[src/rtl/dm_arbiter.sv]
// rtl/dm_arbiter.sv - CPU/loader data-memory arbiter with loader burst lock
//
// Arbitrates one single-port data memory between a processor and a loader.
// Grants are combinational. The winning access is registered onto mem_*
// the following cycle, and read data comes back one cycle after the strobe.
//
// Ports:
//   clk, rst_n                     clock, asynchronous active-low reset
//   cpu_req/we/addr/wdata          processor request (held until cpu_gnt)
//   cpu_gnt, cpu_rdata, cpu_rvalid processor grant and read return
//   ld_req/we/addr/wdata, ld_lock  loader request and burst-priority request
//   ld_gnt, ld_rdata, ld_rvalid    loader grant and read return
//   mem_en/we/addr/wdata           registered memory access
//   mem_rdata                      memory read data, valid cycle after strobe
//   busy                           memory port committed (strobe or return)
module dm_arbiter #(
  parameter int ADDR_W    = 12,
  parameter int DATA_W    = 12,
  parameter int MAX_BURST = 8
) (
  input  logic              clk,
  input  logic              rst_n,
  input  logic              cpu_req,
  input  logic              cpu_we,
  input  logic [ADDR_W-1:0] cpu_addr,
  input  logic [DATA_W-1:0] cpu_wdata,
  output logic              cpu_gnt,
  output logic [DATA_W-1:0] cpu_rdata,
  output logic              cpu_rvalid,
  input  logic              ld_req,
  input  logic              ld_we,
  input  logic [ADDR_W-1:0] ld_addr,
  input  logic [DATA_W-1:0] ld_wdata,
  output logic              ld_gnt,
  output logic [DATA_W-1:0] ld_rdata,
  output logic              ld_rvalid,
  input  logic              ld_lock,
  output logic              mem_en,
  output logic              mem_we,
  output logic [ADDR_W-1:0] mem_addr,
  output logic [DATA_W-1:0] mem_wdata,
  input  logic [DATA_W-1:0] mem_rdata,
  output logic              busy
);

  localparam int CNT_W = $clog2(MAX_BURST + 1);

  typedef enum logic {RR = 1'b0, LOCKED = 1'b1} state_t;

  state_t           state;
  logic [CNT_W-1:0] burst_cnt;
  logic             last_ld;   // 1: loader won the most recent RR grant
  logic             owner_ld;  // 1: access currently on mem_* belongs to the loader
  logic             at_max;
  logic             cpu_win;
  logic             ld_win;

  assign at_max = (burst_cnt == CNT_W'(MAX_BURST));

  always_comb begin
    cpu_win = 1'b0;
    ld_win  = 1'b0;
    if (state == RR) begin
      if (cpu_req && ld_req) begin
        cpu_win = last_ld;
        ld_win  = !last_ld;
      end else begin
        cpu_win = cpu_req;
        ld_win  = ld_req;
      end
    end else begin
      // A saturated burst lets a waiting CPU through exactly once.
      if (ld_req && !(cpu_req && at_max)) ld_win = 1'b1;
      else                                cpu_win = cpu_req;
    end
  end

  // No grant may be issued while the block is held in reset.
  assign cpu_gnt = cpu_win & rst_n;
  assign ld_gnt  = ld_win & rst_n;

  always_ff @(posedge clk or negedge rst_n) begin
    if (!rst_n) begin
      state      <= RR;
      burst_cnt  <= '0;
      last_ld    <= 1'b1;
      owner_ld   <= 1'b0;
      mem_en     <= 1'b0;
      mem_we     <= 1'b0;
      mem_addr   <= '0;
      mem_wdata  <= '0;
      cpu_rvalid <= 1'b0;
      ld_rvalid  <= 1'b0;
    end else begin
      mem_en <= cpu_gnt | ld_gnt;
      if (ld_gnt) begin
        mem_we    <= ld_we;
        mem_addr  <= ld_addr;
        mem_wdata <= ld_wdata;
        owner_ld  <= 1'b1;
      end else if (cpu_gnt) begin
        mem_we    <= cpu_we;
        mem_addr  <= cpu_addr;
        mem_wdata <= cpu_wdata;
        owner_ld  <= 1'b0;
      end

      // Read data arrives the cycle after the strobe; flag it for its owner.
      cpu_rvalid <= mem_en & ~mem_we & ~owner_ld;
      ld_rvalid  <= mem_en & ~mem_we & owner_ld;

      case (state)
        RR: begin
          if (ld_gnt) begin
            last_ld <= 1'b1;
            if (ld_lock) begin
              state     <= LOCKED;
              burst_cnt <= CNT_W'(1);
            end
          end else if (cpu_gnt) begin
            last_ld <= 1'b0;
          end
        end
        LOCKED: begin
          if (!ld_lock) begin
            // Leaving the lock hands the next contention to the CPU.
            state     <= RR;
            burst_cnt <= '0;
            last_ld   <= 1'b1;
          end else if (ld_gnt) begin
            if (!at_max) burst_cnt <= burst_cnt + CNT_W'(1);
          end else if (cpu_gnt && ld_req) begin
            burst_cnt <= '0;
          end
        end
        default: state <= RR;
      endcase
    end
  end

  assign cpu_rdata = cpu_rvalid ? mem_rdata : '0;
  assign ld_rdata  = ld_rvalid ? mem_rdata : '0;
  assign busy      = mem_en | cpu_rvalid | ld_rvalid;

endmodule

[config.mk]
export PLATFORM = sky130hd
export DESIGN_NAME = dm_arbiter
export DESIGN_NICKNAME = d
export VERILOG_FILES = /design/src/rtl/dm_arbiter.sv
export SDC_FILE = /design/constraint.sdc
export NUM_CORES = 1
export LEC_CHECK = 0
export ABC_AREA = 1
export CAP_MARGIN = 10
export CORE_MARGIN = 1
export CORE_UTILIZATION = 40
export DETAILED_ROUTE_END_ITERATION = 8
export PLACE_DENSITY = 0.85
export SKIP_CTS_REPAIR_TIMING = 1
export SLEW_MARGIN = 20
export SYNTH_ARGS = -nofsm -noshare
export SYNTH_HDL_FRONTEND = slang
export SYNTH_SLANG_ARGS = --single-unit
[constraint.sdc]
create_clock -name clk -period 4.9 [get_ports clk]
set_clock_uncertainty 0.15 [all_clocks]
set_input_delay 0.735 -clock clk [delete_from_list [all_inputs] [get_ports clk]]
set_output_delay 0.735 -clock clk [all_outputs]
set_load 0.005 [all_outputs]
==> impl_results.md, run 1 <==
- Filler Cell Count: a little under 400
- Power per standard cell area: around 350 nW/um2
- Syn_area_per_cell: around 7.7 um2
- Worst-path clk slew: around 0.070 ns
- Slew headroom: between 60% and 70%
- Wl on met1: ~2300 um
- Max-slew violation count: 0
- Share of layout cells above drive strength 1: between 10% and 20%
- Critical path startpoint category: input pin
- Total grt overflow: 0
- Setup TNS: 0 ns
- Pre-CTS WS: 1.72 ns
- Arrival @ worst endpoint: 2.31 ns
- Final Setup Violations: 0
- Status: finished clean
- Floorplan row count: 25
- Port Buffers: ~120
- DRC Markers: 0
- H-Tree Depth: 2
- Netlist cell types: 25
- Initial DRC count: roughly 110
- Drt first pass iters: 5
- Achievable frequency: 313 MHz
- Area Growth Syn to Fin: 62.8%
- Leading cell types in the layout, fill and taps excluded: clkdlybuf4s50_1 (120), nand2_1 (100), inv_1 (36)
- Starting Density: a little over two fifths
- Yosys Warn Count: 0
- Crit path kind: input pin to output pin
- First-pass GRT wire length: slightly above 9000 um
- TritonCTS clock tree: built
- FF/Latch Area: around 880 um2
- FF+latch count, synth: 35
- Vias: between 2000 and 2500
- Average wire per standard cell: 12.7 um
- Clock root cell: clkbuf_8
- Post-DR vias/cell: between 4 and 5
- Hold crit path type: input pin to asynchronous set/reset pin
- Number of global-route vias before repair: ~2000
- CP Max Fanout: 4
- Final layout net count: roughly 450
- Placed cell area: 3250 um2
- Wirelength, routed: 5760 um
- CP required: 4.01 ns
- Hpwl dp: 4430 um
- GRT Util Overall: between 20 and 25%
- Ant diodes: 0
- Die W: about 74 um
- Tightest Pin Transition: just over 0.5 ns
- TritonCTS Buffers: 5
- Tmin final: 3.19 ns
- CTS max path bufs: 2
- GP Congestion: between 0.8 and 0.9
- Multi-input logic area: around 900 um2
- Cell count after synthesis: 267
- Ports: between 100 and 150
- RSZ-0062 raised after global routing: false
- Critical Path End Type: output pin
- Worst skew pair latency: about 0.28 ns
- Post-Syn Area: slightly above 2000 um2
- Largest net degree at the start of global routing: 52
- Fin area: around 3300 um2
- Total power: around 1.2 mW
- Die area: 5430 um2
- Met3 WL: approximately 430 um
- DR WL met2: 2960 um
- Commonest non-fill, non-tap cell in the layout: clkdlybuf4s50_1
- Core area: 4850 um2
- Post-synthesis sequential area ratio: a little over two fifths
- Final hold viol count: 0
- Die Ht: about 74 um
- Final WS setup: ~1.7 ns
- Top sig layer: met4
- Layout Utilization: 69.0%
- LEAKAGE: about 1.6 nW
- Routed Antenna Nets: 0
- Fin crit share: between 60% and 70%
- Max_cap viols: 0
- Initial antenna violation count: 0
- Synth Net Count: 336
- Sink Count: 35
- Worst VDD drop: around 0.0002 V
## power breakdown
| group | internal (mW) | leakage, nW | switching, mW |
|---|---|---|---|
| logic | 0.292 | 1.15 | 0.206 |
| clock network | 0.128 | 0.0515 | 0.0991 |
| registers | 0.379 | 0.406 | 0.0706 |
## path summary, 6_finish.rpt
check	to	from	cells after the start	slack, ns
worst max-delay path	cpu_gnt	ld_req	6	1.71
worst min-delay path	mem_addr[11]	rst_n	1	0.25
worst max register to register	mem_wdata[2]	burst_cnt[0]	9	2.57
worst min register to register	cpu_rvalid	owner_ld	1	0.28
max in group asynchronous	last_ld	rst_n	2	3.66
min in group clk	cpu_rvalid	owner_ld	1	0.28
## cell usage after synthesis
library cell	count	share of area (%)
buf_2	2	0.49
nand4_4	1	1.0
xor2_1	1	0.43
nand3_2	3	1.5
nor3_1	4	0.97
dfstp_2	1	1.3
buf_6	3	1.6
nand2_1	100	18
buf_12	2	1.9
or2_4	1	0.43
o21ai_0	3	0.73
inv_2	1	0.18
buf_4	3	1.1
inv_1	36	6.6
dfrtp_1	34	41
clkbuf_1	2	0.37
ha_1	2	1.2
nor2_1	12	2.2
nand3_1	5	1.2
a31oi_1	25	7.6
nand2_8	1	0.97
nand3b_1	2	0.73
nand2_4	1	0.55
nor2_2	21	6.4
nand3_4	1	0.85
## state kept, by name (all words and copies together) (netlist names)
register	flops
mem_we	1
mem_addr	12
mem_en	1
state	1
owner_ld	1
mem_wdata	12
cpu_rvalid	1
ld_rvalid	1
last_ld	1
burst_cnt	4
## stage by stage
step / cells / hold WS (ns)
3_5_place_dp: 445 / 0.276
3_3_place_gp: 445 / 0.271
5_1_grt: 453 / 0.268
4_1_cts: 453 / 0.258
6_report: 453 / 0.248
2_1_floorplan: 267 / 0.258
## metal layers
metal  global-route usage [%]  up-vias
li1                         -     1065
met1                     25.4      996
met2                     40.1       92
met3                     5.49        9
met4                     7.48        0
met5                        0        -
## cell type report
| type | instances | area share [%] |
|---|---|---|
| sequential | 35 | 26.2 |
| timing repair buffer | 123 | 36.5 |
| clock buffer | 8 | 2.99 |
| multi-input combinational | 183 | 27.7 |
| inverter | 37 | 4.15 |
| tap | 67 | 2.50 |
## cell families (layout without fill, tap and decap cells)
logic type,after synthesis,after routing,synth area share [%]
and+or+nand+nor,152,152,35.1
buffers and inverters,49,168,12.3
DFF,35,35,42.7
AOI/OAI and AO/OA,28,28,8.34
adders and majority gates,2,2,1.22
xor gates and xnor gates,1,1,0.426
## worst max-delay path, cell delays in order
cell	delay (ns)
clkdlybuf4s50_1	0.49
or2_4	0.32
nand3_4	0.10
nand2_4	0.08
inv_1	0.07
clkdlybuf4s50_1	0.52
Power figures use the tool's default switching activity.
==> run 2: changes to the inputs <==
Settings changed: CORE_UTILIZATION 40 to 38, PLACE_DENSITY 0.85 to 0.81.
Clock period 4.9 ns to 3.34 ns, I/O delays scaled along.
==> run 2 against run 1 <==
Effect of this change:
- critical path depth stayed put
- global-route usage fell by 2.9 points
- sequential power is 46% higher
- via count fell by 2.9%
- routed wire length is 6.8% lower
- critical endpoint unchanged
- largest power group unchanged
==> impl_results.md, run 2 (synthesis results as in run 1) <==
- Status: finished clean
- Reg-to-reg critical path endpoint: mem_wdata[0]
- Buf/Inv on CP: 3
- RSZ-0062 raised after global routing: false
- Crit path kind: input pin to output pin
- Total grt overflow: 0
- Final Setup Violations: 0
- Critical path startpoint category: input pin
- Die area: ~5700 um2
- Top flop regs: mem_addr (12), mem_wdata (12), burst_cnt (4)
- Combinational fraction of design power: around 41%
- Max_cap viols: 0
- Tightest Pin Transition: 0.512 ns
- Tmin final: roughly 2.7 ns
- Die Ht: approximately 76 um
- Arrival @ worst endpoint: roughly 2.0 ns
- Clock root cell: clkbuf_8
- Ant diodes: 0
- Drt first pass iters: 4
- CP cell instances: clkdlybuf4s50_1, or2_4, nand3_4, nand2_4, inv_1, clkdlybuf4s50_1
- Hpwl dp: about 4100 um
- Worst VDD drop: around 0.0003 V
- GRT Util Overall: about a fifth
- Area Growth Syn to Fin: 63.8%
- Worst-path clk slew: 0.07 ns
- CP max stage cell: clkdlybuf4s50_1
- Fin crit share: approximately four fifths
- CP dominant cell by count: clkdlybuf4s50_1
- Share of layout cells above drive strength 1: around 11%
- H-Tree Depth: 2
- CP peak stage delay: approximately 0.5 ns
- Initial antenna violation count: 0
- Sink Count: 35
- Switch share: 31.0%
- Placed cell area: between 3000 and 4000 um2
- Power per standard cell area: 526 nW/um2
- Max-slew violation count: 0
- Fin area: 3370 um2
- GP Congestion: approximately 0.8
- Leading cell types in the layout, fill and taps excluded: clkdlybuf4s50_1 (120), nand2_1 (100), inv_1 (36)
- Setup TNS: 0 ns
- Routed Antenna Nets: 0
- CP Launch Point: ld_req
- Reg2reg path depth: 9
- Port Buffers: 121
- Wirelength, routed: 5370 um
- Final hold viol count: 0
- Switching power: between 500 and 600 uW
- Floorplan row count: 26
- Number of global-route vias before repair: 1840
- Hold crit path type: input pin to asynchronous set/reset pin
- DRC Markers: 0
- Sequential Power Share: 37.0%
- R2R setup slack: around 1.1 ns
- Vias: 2100
- Post-DR vias/cell: 4.61
- Ports: between 100 and 150
- Crit path max-delay family: buffers and inverters
- Largest net degree at the start of global routing: 52
- Core area: ~5200 um2
- Slew headroom: 65.8%
- Worst skew pair latency: 0.28 ns
- TritonCTS clock tree: built
- Average wire per standard cell: roughly 12 um
- CP required: around 2.7 ns
- Achievable frequency: 373 MHz
- Commonest non-fill, non-tap cell in the layout: clkdlybuf4s50_1
- Initial DRC count: roughly 110
- Critical Path End Type: output pin
- TritonCTS Buffers: 5
- LEAKAGE: around 1.6 nW
- Clock share of power: 22.2%
- P_int: around 1.2 mW
- CTS max path bufs: 2
- First-pass GRT wire length: about 8200 um
- Starting Density: 39.7%
- CP Max Fanout: 4
- Die W: approximately 76 um
- Reg-to-Reg Start: burst_cnt[0]
- Final layout net count: 454
run 2: per-layer routing:
metal  vias to the layer above  track usage (%)  part of all wire (%)
met4                         0             5.97                   1.4
met2                        91             37.7                    51
li1                       1065                -                     -
met1                       935             20.2                    39
met5                         -                0                     0
met3                         9             4.76                   8.6
run 2: stage by stage:
stage,setup slack (ns),util (%),power (mW),instances,hold WS [ns]
2_1_floorplan,1.42,-,0.990,267,0.0554
3_3_place_gp,0.678,62.8,1.38,448,0.276
3_5_place_dp,0.653,62.8,1.40,448,0.279
4_1_cts,0.654,65.1,1.80,456,0.0294
5_1_grt,0.596,65.1,1.90,456,0.0416
6_report,0.657,65.1,1.77,456,0.0266
run 2: power groups by stage:
stage | sequential [mW] | clock, mW | combinational [mW]
after floorplan | 0.659 | 0 | 0.331
after global placement | 0.659 | 0 | 0.719
after detailed placement | 0.665 | 0 | 0.731
after CTS | 0.658 | 0.408 | 0.734
after global routing | 0.674 | 0.427 | 0.797
final | 0.656 | 0.393 | 0.723
run 2: area by class of cell:
class,instances,area [um2]
fill,439,1800
timing repair buffer,123,1220
multi-input combinational,183,926
sequential,35,877
inverter,37,139
tap,70,87.6
clock buffer,6,82.6
clock inverter,2,35.0
run 2: worst max path at each step:
stage,end,slack (ns),cells past startpoint
after floorplan,ld_gnt,1.42,8
after global placement,cpu_gnt,0.68,6
after detailed placement,cpu_gnt,0.65,6
after CTS,cpu_gnt,0.65,6
after global routing,cpu_gnt,0.60,6
final,cpu_gnt,0.66,6
run 2: worst reg2reg max path, delay by kind of cell (launching register included):
family	cells	cell delay, ns
fa+ha+maj	1	0.19
compound gates	1	0.17
buf+inv	2	0.13
flops	1	0.40
simple gates	5	1.19
==> run 3: changes to the inputs <==
Clock period 3.34 ns to 2.6 ns, I/O delays scaled along.
==> run 3 against run 2 <==
Effect of this change:
- sequential share of layout area fell by 0.25 points
- combinational power rose by 32%
- setup slack got worse by 0.47 ns
- non-clock buffer count rose by 5
- register-to-register slack got worse by 0.57 ns
- critical path depth rose by 1
- largest cell class unchanged
- sequential power rose by 27%
- critical endpoint is now ld_gnt
==> impl_results.md, run 3 (synthesis results as in run 1) <==
- Starting Density: between 30% and 40%
- CTS max path bufs: 2
- Die W: 75.6 um
- Drt first pass iters: 4
- CP required: a little over 2 ns
- TritonCTS clock tree: built
- Commonest non-fill, non-tap cell in the layout: clkdlybuf4s50_1
- Initial antenna violation count: 0
- Die Ht: approximately 76 um
- GP Congestion: around 0.78
- CP cell instances: clkdlybuf4s50_1, inv_1, nand2_1, nand3_2, nand2_1, nor2_2, clkdlybuf4s50_1
- Switch share: roughly a third
- Max_cap viols: 0
- Max-slew violation count: 0
- GRT Util Overall: approximately a fifth
- Vias: approximately 2100
- Crit path kind: input pin to output pin
- Routed Antenna Nets: 0
- Final layout net count: roughly 460
- Port Buffers: around 120
- Switching power: ~700 uW
- Clock share of power: between 10% and 20%
- CP Max Fanout: 3
- H-Tree Depth: 2
- P_int: 1.52 mW
- First-pass GRT wire length: approximately 8300 um
- CP peak stage delay: 0.53 ns
- CP Launch Point: cpu_req
- Total grt overflow: 0
- Sequential Power Share: a little under two fifths
- Die area: 5710 um2
- Ports: roughly 120
- Final Setup Violations: 0
- Arrival @ worst endpoint: 1.88 ns
- Number of global-route vias before repair: 1843
- Final WS setup: 0.184 ns
- Core area: about 5200 um2
- Sink Count: 35
- Status: finished clean
- Top flop regs: mem_addr (12), mem_wdata (12), burst_cnt (4)
- Achievable frequency: 414 MHz
- Floorplan row count: 26
- Wirelength, routed: around 5500 um
- Ant diodes: 0
- Tmin final: around 2.4 ns
- Min-delay src: owner_ld
- Final hold viol count: 0
- Buf/Inv on CP: 3
- Clock root cell: clkbuf_8
- Initial DRC count: 86
- Reg-to-Reg Start: burst_cnt[1]
- Post-DR vias/cell: ~4.6
- Leading cell types in the layout, fill and taps excluded: clkdlybuf4s50_1 (119), nand2_1 (100), inv_1 (35)
- RSZ-0062 raised after global routing: false
- LEAKAGE: approximately 1.6 nW
- Area Growth Syn to Fin: 65.4%
- Hold crit path type: register to register
- Largest net degree at the start of global routing: 52
- Critical Path End Type: output pin
- Pre-CTS WS: 0.130 ns
- Share of layout cells above drive strength 1: about an eighth
- TritonCTS Buffers: 5
- Worst skew pair latency: about 0.29 ns
- Combinational fraction of design power: a little over two fifths
- Setup TNS: 0 ns
- CP max stage cell: clkdlybuf4s50_1
- Critical path startpoint category: input pin
- Tightest Pin Transition: around 0.43 ns
- Crit path max-delay family: buffers and inverters
- Average wire per standard cell: between 10 and 15 um
- Fin crit share: 92.9%
- Worst-path clk slew: 0.06 ns
- Slew headroom: a little under three quarters
- Worst VDD drop: slightly above 0.0004 V
- Power per standard cell area: ~650 nW/um2
- DRC Markers: 0
- Hpwl dp: 4170 um
-- run 3: cell count changes in the layout (fill, tap and decap cells not counted), sizes merged --
cell	before	now
dlygate4sd3	0	1
clkbuf	6	8
bufinv	1	0
dlymetal6s2s	0	1
clkdlybuf4s50	120	119
buf	3	7
clkinv	1	0
-- run 3: cell type report --
| class | count | area, um2 |
|---|---|---|
| clock buffer | 8 | 100 |
| sequential | 35 | 877 |
| fill | 454 | 1770 |
| multi-input combinational | 183 | 933 |
| timing repair buffer | 128 | 1260 |
| inverter | 37 | 139 |
| tap | 70 | 87.6 |
-- run 3: final timing paths --
check	cells after the start	to	slack, ns
worst max-delay path	7	ld_gnt	0.18
worst min-delay path	1	cpu_rvalid	0.28
worst max register to register	13	burst_cnt[1]	0.48
worst min register to register	1	cpu_rvalid	0.28
max in group asynchronous	3	last_ld	1.54
min in group asynchronous	3	state	0.49
-- run 3: routing by layer --
metal	global-route usage, %	vias up	share of wire, %
met5	0	-	0
met4	7.00	0	1.6
met3	5.56	10	8.0
met2	35.8	83	51
met1	21.9	939	40
li1	-	1072	-
-- run 3: stage by stage --
stage                     hold slack (ns)  utilization (%)  instance area (um2)  std cells  power (mW)
after CTS                         -0.0550             65.1                 3370        458        2.25
after global routing                0.322             65.7                 3400        461        2.39
after floorplan                   -0.0556                -                 2060        267        1.27
final                               0.281             65.7                 3400        461        2.23
after global placement              0.267             63.1                 3270        450        1.78
after detailed placement            0.269             63.1                 3270        450        1.80
-- run 3: power by group through the flow --
stage / Clock [mW] / Combinational [mW] / Sequential [mW]
after floorplan: 0 / 0.425 / 0.847
after global placement: 0 / 0.929 / 0.846
after detailed placement: 0 / 0.949 / 0.851
after CTS: 0.452 / 0.952 / 0.842
after global routing: 0.475 / 1.05 / 0.858
final: 0.436 / 0.956 / 0.834
